**src/rtl/csr_timer_bank_pkg.sv**
```systemverilog
// Shared constants and types for the CSR-mapped timer bank.
// Pure declarations: no logic, no latency, no flow control.
package csr_timer_bank_pkg;

    localparam logic [11:0] TimerBankBaseAddr       = 12'h400;
    localparam int          TimerBankChannels       = 4;
    localparam int          TimerBankCounterWidth   = 16;
    localparam int          TimerBankPrescalerWidth = 4;

    typedef enum logic [1:0] {
        CSR_WRITE = 2'd0,
        CSR_SET   = 2'd1,
        CSR_CLEAR = 2'd2,
        CSR_READ  = 2'd3
    } CsrOpT;

    // Low fields keep the legacy single-timer packing, prescaler at bit 0.
    typedef struct packed {
        logic                               one_shot;
        logic                               enable;
        logic [TimerBankCounterWidth-1:0]   counter_top;
        logic [TimerBankPrescalerWidth-1:0] prescaler;
    } TimerCtrlT;

endpackage

```
**src/rtl/csr_timer_bank_channel.sv**
```systemverilog
// One timer channel: control register, prescaler, counter, registered irq pulse.
// Update applies on the next edge; no backpressure. Count port exists with CSR_TIMER_BANK_COUNT_READ_EN.
module timer_channel #(
    parameter int CounterWidth   = 16,
    parameter int PrescalerWidth = 4
) (
    input  logic                                   clk,
    input  logic                                   reset,
    input  logic                                   upd,
    input  logic [PrescalerWidth+CounterWidth+1:0] upd_val,
    output logic [PrescalerWidth+CounterWidth+1:0] ctrl,
    output logic                                   irq
`ifdef CSR_TIMER_BANK_COUNT_READ_EN
    ,
    output logic [CounterWidth-1:0]                count
`endif
);

    localparam int EnBit = PrescalerWidth + CounterWidth;
    localparam logic [CounterWidth-1:0]   CntOne = 1;
    localparam logic [PrescalerWidth-1:0] PreOne = 1;

    logic [PrescalerWidth-1:0] pcnt;
    logic [CounterWidth-1:0]   cnt;
    logic [PrescalerWidth-1:0] presc;
    logic [CounterWidth-1:0]   top;
    logic                      en;
    logic                      one_shot;

    assign presc    = ctrl[PrescalerWidth-1:0];
    assign top      = ctrl[EnBit-1:PrescalerWidth];
    assign en       = ctrl[EnBit];
    assign one_shot = ctrl[EnBit+1];

    // A CSR update restarts the channel and takes priority over a terminal tick.
    always_ff @(posedge clk) begin
        if (reset) begin
            ctrl <= '0;
            pcnt <= '0;
            cnt  <= '0;
            irq  <= 1'b0;
        end else begin
            irq <= 1'b0;
            if (upd) begin
                ctrl <= upd_val;
                pcnt <= '0;
                cnt  <= '0;
            end else if (en) begin
                if (pcnt == presc) begin
                    pcnt <= '0;
                    if (cnt == top) begin
                        cnt <= '0;
                        irq <= 1'b1;
                        if (one_shot) begin
                            ctrl[EnBit] <= 1'b0;
                        end
                    end else begin
                        cnt <= cnt + CntOne;
                    end
                end else begin
                    pcnt <= pcnt + PreOne;
                end
            end
        end
    end

`ifdef CSR_TIMER_BANK_COUNT_READ_EN
    assign count = cnt;
`endif

endmodule

```
**src/rtl/csr_timer_bank.sv**
```systemverilog
// Bank of CSR timers: address decode, write/set/clear merge, combinational read mux.
// Writes commit on the access edge, irq is registered; no backpressure. Option: CSR_TIMER_BANK_COUNT_READ_EN.
module csr_timer_bank
    import csr_timer_bank_pkg::*;
#(
    parameter int          NumChannels    = TimerBankChannels,
    parameter int          CounterWidth   = TimerBankCounterWidth,
    parameter int          PrescalerWidth = TimerBankPrescalerWidth,
    parameter logic [11:0] BaseAddr       = TimerBankBaseAddr
) (
    input  logic                   clk,
    input  logic                   reset,
    input  logic                   csr_enable,
    input  logic [11:0]            csr_addr,
    input  logic [1:0]             csr_op,
    input  logic [31:0]            csr_wdata,
    output logic [31:0]            csr_rdata,
    output logic [NumChannels-1:0] irq
);

    localparam int RegWidth = PrescalerWidth + CounterWidth + 2;

    logic [RegWidth-1:0]    ctrl   [NumChannels];
    logic [RegWidth-1:0]    merged [NumChannels];
    logic [NumChannels-1:0] sel;
    logic [NumChannels-1:0] upd;
    logic [11:0]            offset;
    logic                   modify;
    CsrOpT                  op;

    assign op     = CsrOpT'(csr_op);
    assign offset = csr_addr - BaseAddr;
    // Set/clear with a zero operand is a no-op and must not restart the channel.
    assign modify = (op == CSR_WRITE) ||
                    (((op == CSR_SET) || (op == CSR_CLEAR)) && (csr_wdata != '0));

    always_comb begin
        sel = '0;
        upd = '0;
        for (int i = 0; i < NumChannels; i++) begin
            sel[i] = csr_enable && (offset == 12'(i));
            upd[i] = sel[i] && modify;
            case (op)
                CSR_SET:   merged[i] = ctrl[i] | csr_wdata[RegWidth-1:0];
                CSR_CLEAR: merged[i] = ctrl[i] & ~csr_wdata[RegWidth-1:0];
                default:   merged[i] = csr_wdata[RegWidth-1:0];
            endcase
        end
    end

`ifdef CSR_TIMER_BANK_COUNT_READ_EN
    logic [CounterWidth-1:0] count [NumChannels];
    logic [NumChannels-1:0]  csel;
    logic [11:0]             cnt_offset;

    assign cnt_offset = csr_addr - (BaseAddr + 12'(NumChannels));

    always_comb begin
        csel = '0;
        for (int i = 0; i < NumChannels; i++) begin
            csel[i] = csr_enable && (cnt_offset == 12'(i));
        end
    end
`endif

    for (genvar g = 0; g < NumChannels; g++) begin : g_ch
        timer_channel #(
            .CounterWidth   (CounterWidth),
            .PrescalerWidth (PrescalerWidth)
        ) u_ch (
            .clk     (clk),
            .reset   (reset),
            .upd     (upd[g]),
            .upd_val (merged[g]),
            .ctrl    (ctrl[g]),
            .irq     (irq[g])
`ifdef CSR_TIMER_BANK_COUNT_READ_EN
            ,
            .count   (count[g])
`endif
        );
    end

    // Read returns the pre-write register value; unaddressed reads are 0.
    always_comb begin
        csr_rdata = '0;
        for (int i = 0; i < NumChannels; i++) begin
            if (sel[i]) begin
                csr_rdata = 32'(ctrl[i]);
            end
`ifdef CSR_TIMER_BANK_COUNT_READ_EN
            if (csel[i]) begin
                csr_rdata = 32'(count[i]);
            end
`endif
        end
    end

endmodule
```
**config.mk**
```make
export PLATFORM = sky130hd
export DESIGN_NAME = csr_timer_bank
export DESIGN_NICKNAME = d
export VERILOG_FILES = /design/src/rtl/csr_timer_bank_pkg.sv /design/src/rtl/csr_timer_bank_channel.sv /design/src/rtl/csr_timer_bank.sv
export SDC_FILE = /design/constraint.sdc
export NUM_CORES = 1
export LEC_CHECK = 0
export BUFFER_PORTS_ARGS = -buffer_cell sky130_fd_sc_hd__buf_2
export CORE_MARGIN = 2
export CORE_UTILIZATION = 50
export DETAILED_ROUTE_END_ITERATION = 6
export PLACE_DENSITY = 0.8
export SYNTH_ARGS = -nofsm -noshare
export SYNTH_HDL_FRONTEND = slang
export SYNTH_SLANG_ARGS = --single-unit
```
**constraint.sdc**
```tcl
create_clock -name clk -period 3.3 [get_ports clk]
set_input_delay 0.495 -clock clk [delete_from_list [all_inputs] [get_ports clk]]
set_output_delay 0.495 -clock clk [all_outputs]
set_load 0.01 [all_outputs]
```
# ---- After elaboration in Yosys (flattened, before gate mapping)
# Index checks and enable logic that the tools add are counted.
dict set report word_totals {
  register_bits 172
  in_bits 49
  out_inout_bits 36
  elab_cells 125
}
dict set report op_classes {
  addsub 9
  n_eq_ne 13
  n_mux 40
  bitwise_logic 17
  n_reduce_logical 26
}
# cell n
set op_table {}
lappend op_table {{$pmux 22 s2} 4}
lappend op_table {{$mux 32} 3}
lappend op_table {{$and 22x22->22} 4}
lappend op_table {{$or 22x22->22} 4}
lappend op_table {{$add 16x1->16 const B} 4}
lappend op_table {{$eq 16x16->1} 4}
lappend op_table {{$mux 16} 4}
lappend op_table {{$reduce_bool 32->1} 1}
lappend op_table {{$eq 12x2->1 const B} 2}
lappend op_table {{$mux 1} 24}
lappend op_table {{$mux 22} 1}
lappend op_table {{$not 22->22} 1}
lappend op_table {{$add 4x1->4 const B} 4}
lappend op_table {{$eq 4x4->1} 4}
lappend op_table {{$mux 4} 4}
lappend op_table {{$reduce_or 4->1} 4}
lappend op_table {{$eq 12x1->1 const B} 1}
lappend op_table {{$logic_not 12->1} 1}
lappend op_table {{$sub 12x11->12 const B} 1}
lappend op_table {{$logic_and 1x1->1} 9}
lappend op_table {{$not 1->1} 8}
lappend op_table {{$reduce_and 2->1} 4}
lappend op_table {{$reduce_or 2->1} 4}
lappend op_table {{$eq 2x1->1 const B} 1}
lappend op_table {{other kinds (3)} 4}

# ---- Logic depth before layout (Yosys ltp)
dict set report depth {
  word_depth 7
  depth_mapped 9
  depth_no_buf 7
}

# ---- Modules after synthesis
# Synthesis repeated with hierarchy kept, for this count alone.
dict set report unflattened {
  cells_unflattened 1166
  area_unflattened_um2 9883.2
}
# module instances cells_each area_each_um2
set by_module_without_submodules {}
lappend by_module_without_submodules {timer_channel 4 210 1964.4}
lappend by_module_without_submodules {csr_timer_bank 1 326 2025.7}

# ---- Least setup slack after synthesis
# No wires, ideal clock.
dict set report synth_timing {
  path_kind {input -> output}
  from {in csr_addr[5]}
  to {out csr_rdata[15]}
  arrival_ps 2138
  required_ps 2805
  path_slack_ps 667
  stages 5
  cell_sequence {or4_4 nor4b_1 clkbuf_1 a222oi_1 a21oi_1}
}
dict set report synth_between {
  elab_chain_len 7
  elab_cells_between_ends 13
  cone_classes {add/sub: 1; eq/ne: 3; mux: 4; reduce/logical: 5}
}
# item line_no
set synth_rtl {}
lappend synth_rtl {{start: declaration} csr_timer_bank.sv:14} ;# input logic [11:0] csr_addr,
lappend synth_rtl {{$sub 12x11->12 *} csr_timer_bank.sv:32} ;# assign offset = csr_addr - BaseAddr;
lappend synth_rtl {{$logic_not 12->1} csr_timer_bank.sv:41} ;# sel[i] = csr_enable && (offset == 12'(i));
lappend synth_rtl {{$logic_and 1x1->1} csr_timer_bank.sv:41}
lappend synth_rtl {{$mux 22} csr_timer_bank.sv:88} ;# if (sel[i]) begin
lappend synth_rtl {{$mux 32 (2 in series)} csr_timer_bank.sv:88}
lappend synth_rtl {{$mux 32 *} csr_timer_bank.sv:88}
lappend synth_rtl {{end: declaration} csr_timer_bank.sv:17} ;# output logic [31:0] csr_rdata,
# Mark *: on every way between the ends. The rest lies on a longest branch, timed or not.

# ---- Final worst setup path
dict set report layout_timing {
  from {in csr_addr[5]}
  to {out csr_rdata[4]}
}
# Same word-level chain as after synthesis.

==> results.md <==
| Metric | This run |
| --- | --- |
| Largest delay share family, worst path | simple AND/OR/NAND/NOR gates |
| Most frequent cell on the critical path | sky130_fd_sc_hd__buf_2 |
| Hold Violations, Final | 0 |
| CTS tree | built |
| Net total in the final layout | 1263 |
| Area fraction of the dominant cell type after synthesis | 35.63% |
| Clock Latency Late Sink | 0.44 ns |
| Layout-stage area growth over the synthesis result | 12.02% |
| Fmax | 339.0 MHz |
| Pin count of the biggest net entering global routing | 44 |
| Critical Path RT | 2.80 ns |
| Setup Fix Bufs, Post-CTS | 0 |
| Clock sink total | 172 |
| Max Buffers Root-to-Sink | 2 |
| Wire length of the first global-routing pass | 47.26 mm |
| Start-to-end type of the worst setup path | in -> out |
| Half-perimeter wire length after detailed placement | 21.81 mm |
| Layout Skew | 0.01114 ns |
| Dominant register cell in the synthesized netlist | sky130_fd_sc_hd__dfxtp_1 |
| GR Overflow Total | 0 |
| Area of the core region | 18830 um2 |
| Unrepaired setup endpoints after global routing | false |
| Average wire per standard cell | 20.51 um |
| Total wire length after detailed routing | 30.27 mm |
| All-layer global routing usage | 29.51% |
| Peak ir drop on the vdd network | 0.3696 mV |
| Clock transition at path regs | 0.07 ns |
| Number of buffers created by CTS | 17 |
| Maximum net fanout on the critical path | 21 |
| Buffers & Inverters on Critical Path | 3 |
| Initial Util | 51.32% |
| Highest-delay cell along the critical path | sky130_fd_sc_hd__or4_4 |
| Arrival time worst endpoint | 2.46 ns |
| Root buffer selected by CTS | sky130_fd_sc_hd__clkbuf_16 |
| Cell area after synthesis | 9663 um2 |
| Final setup violating endpoints | 0 |
| Syn. warnings | 0 |
| Worst setup path startpoint | csr_addr[5] |
| Vias | 9312 |
| Level count of the clock H-tree | 4 |
| Startpoint of the tightest hold check path | csr_wdata[3] |
| DR iter-0 viols | 1130 |
| Internal power component | 0.003264 W |
| Die Y-Extent | 143.0 um |
| Register bit total from synthesis | 172 |
| Residual DRC count | 0 |
| Switch Pwr | 0.001097 W |
| Top Ports | 85 |
| Post-synthesis instance total | 1163 |
| Final Max Slew Viols | 0 |
| Detailed-routing iteration count for the pre-antenna-repair pass | 7 |
| Post-placement cell count | 1444 |
| Layout cell share with drive strength beyond 1 | 13.49% |
| Switching fraction of total power | 25.15% |
| Die Wd | 143.0 um |
| Ys async rst share | 0% |
| Number of enable flip-flop cells after synthesis | 0 |
| Die area | 20450 um2 |
| Minimum clock period | 2.950 ns |
| Number of buffers inserted for hold repair after clock tree synthesis | 0 |
| Sequential Power Share | 47.6% |
| Tightest slew margin relative to the limit | 41.50% |
| Unique cell type count in the Yosys netlist | 62 |
| Proportion of synthesized chip area in sequential cells | 35.63% |
| RR Startpoint | g_ch[1].u_ch.cnt[6] |
| Max-capacitance violation count | 0 |
| Input/output buffers | 74 |
| Antenna violations before repair | 0 |
| Startpoint kind of the worst setup timing path | input port |
| Clock share of power | 46.5% |
| Logic pwr share | 6.0% |
| Vias in the first global route | 8697 |
| Gp weighted congestion | 0.9325 |
| Mean instance size in the synthesized netlist | 8.309 um2 |
| Cell taking the most area after synthesis | sky130_fd_sc_hd__dfxtp_1 |
| Element type at the critical path end | output pin |
| Most common cell after layout, fill and taps aside | sky130_fd_sc_hd__dfxtp_1 |
| Run status | finished clean |
| Class of the tightest hold or removal check | in -> reg |
| Tcrit/Tclk final | 89.40% |
| Static leakage | 3.928 nW |
| Antenna fix cells | 0 |
| Vias per cell | 6.309 |
| Row Count | 50 |
| Worst path cell trace | buf_2, or4_4, nor2_8, and3_1, buf_4, a221oi_1, a21oi_1, buf_2 |
| Max incr delay on CP | 0.60 ns |
| Dominant cells by area after synthesis | sky130_fd_sc_hd__dfxtp_1 (36%), sky130_fd_sc_hd__xnor2_1 (8.2%), sky130_fd_sc_hd__o31ai_1 (5.2%) |
| Resized cells post-CTS | 0 |
| Antenna viol nets, final | 0 |
| Setup total negative slack | 0 ns |
| Worst Tran Pin Value | 0.8743 ns |
| Total power divided by cell area | 402.9 nW/um2 |
| Most frequent cells in the layout | sky130_fd_sc_hd__dfxtp_1 (172), sky130_fd_sc_hd__xnor2_1 (91), sky130_fd_sc_hd__buf_2 (74), sky130_fd_sc_hd__nor2b_1 (72), sky130_fd_sc_hd__nand2_1 (71) |
| Non-filler cells, final | 1476 |
| Fillers | 1640 |
metal layers:
layer,vias up,global-route usage [%],wire (um),share of wire [%]
met1,4326,38.93,12340,41
met5,-,0,0,0
met3,101,7.948,3446,11
met2,601,45.08,13300,44
met4,0,13.39,1183,3.9
li1,4284,-,-,-
cell families after synthesis:
logic type / Yosys count / share of synthesized area, %
flops: 172 / 35.63
other cells: 1 / 0.03881
mux: 6 / 0.6345
xor+xnor: 134 / 12.15
simple gates: 445 / 25.83
compound gates: 280 / 18.80
fa+ha+maj: 11 / 1.424
buf+inv: 114 / 5.490
metrics by stage:
step	setup slack [ns]	total power, W	utilization [%]	cell area, um2	hold WS [ns]
global placement	0.4394	0.002366	54.35	10230	0.4881
global route	0.3322	0.004466	57.48	10820	0.4220
floorplan	0.6671	0.002261	-	9697	0.4655
CTS	0.3977	0.004354	57.48	10820	0.3988
finish	0.3499	0.004361	57.48	10820	0.4077
detailed placement	0.4335	0.002368	54.35	10230	0.4938
worst min-delay path: stages:
cell,delay [ns]
sky130_fd_sc_hd__buf_2,0.11
sky130_fd_sc_hd__nand2_1,0.13
sky130_fd_sc_hd__o21ai_1,0.07
synth_stat cells, drive strengths merged (8+ instances only):
cell and n:
o21ai 89, buf 36, xnor2 91, clkbuf 60, xor2 43, nand2b 23, and3 14, nand2 71
ha 11, and4 9, a22oi 14, o311ai 21, nand3 25, inv 17, o31ai 67, nor2 56
nor2b 72, nor3 67, and2 8, nor4 34, nand4 36, a222oi 8, dfxtp 172, a21oi 54
power groups by stage:
stage               Sequential (W)  Combinational (W)  Clock, W
floorplan                  0.00212           0.000139         0
global placement           0.00212           0.000244         0
detailed placement         0.00212           0.000245         0
CTS                        0.00207           0.000247   0.00203
global route               0.00207           0.000269   0.00212
finish                     0.00207           0.000260   0.00203
state kept, by name (all words and copies together), names as in the netlist:
register	count
g_ch.u_ch.ctrl	88
g_ch.u_ch.cnt	64
g_ch.u_ch.pcnt	16
g_ch.u_ch.irq	4
path summary, 6_finish.rpt:
kind                               end  slack (ns)  cells after the start
setup / recovery          csr_rdata[4]        0.35                      8
hold / removal    g_ch[2].u_ch.ctrl[3]        0.41                      3
setup reg to reg  g_ch[1].u_ch.cnt[12]        0.97                      5
hold reg to reg   g_ch[1].u_ch.pcnt[2]        0.51                      2
final cells by class:
class	instances	area [um2]	area share, %
multi-input cells	886	5759	53.21
flip-flops and latches	172	3443	31.81
repair buffers	108	638.1	5.895
clock buffers	17	425.4	3.930
well taps	260	325.3	3.005
clock inverters	15	165.2	1.526
inverters	18	67.56	0.6242
No activity file was read; power rests on OpenSTA's default activity.
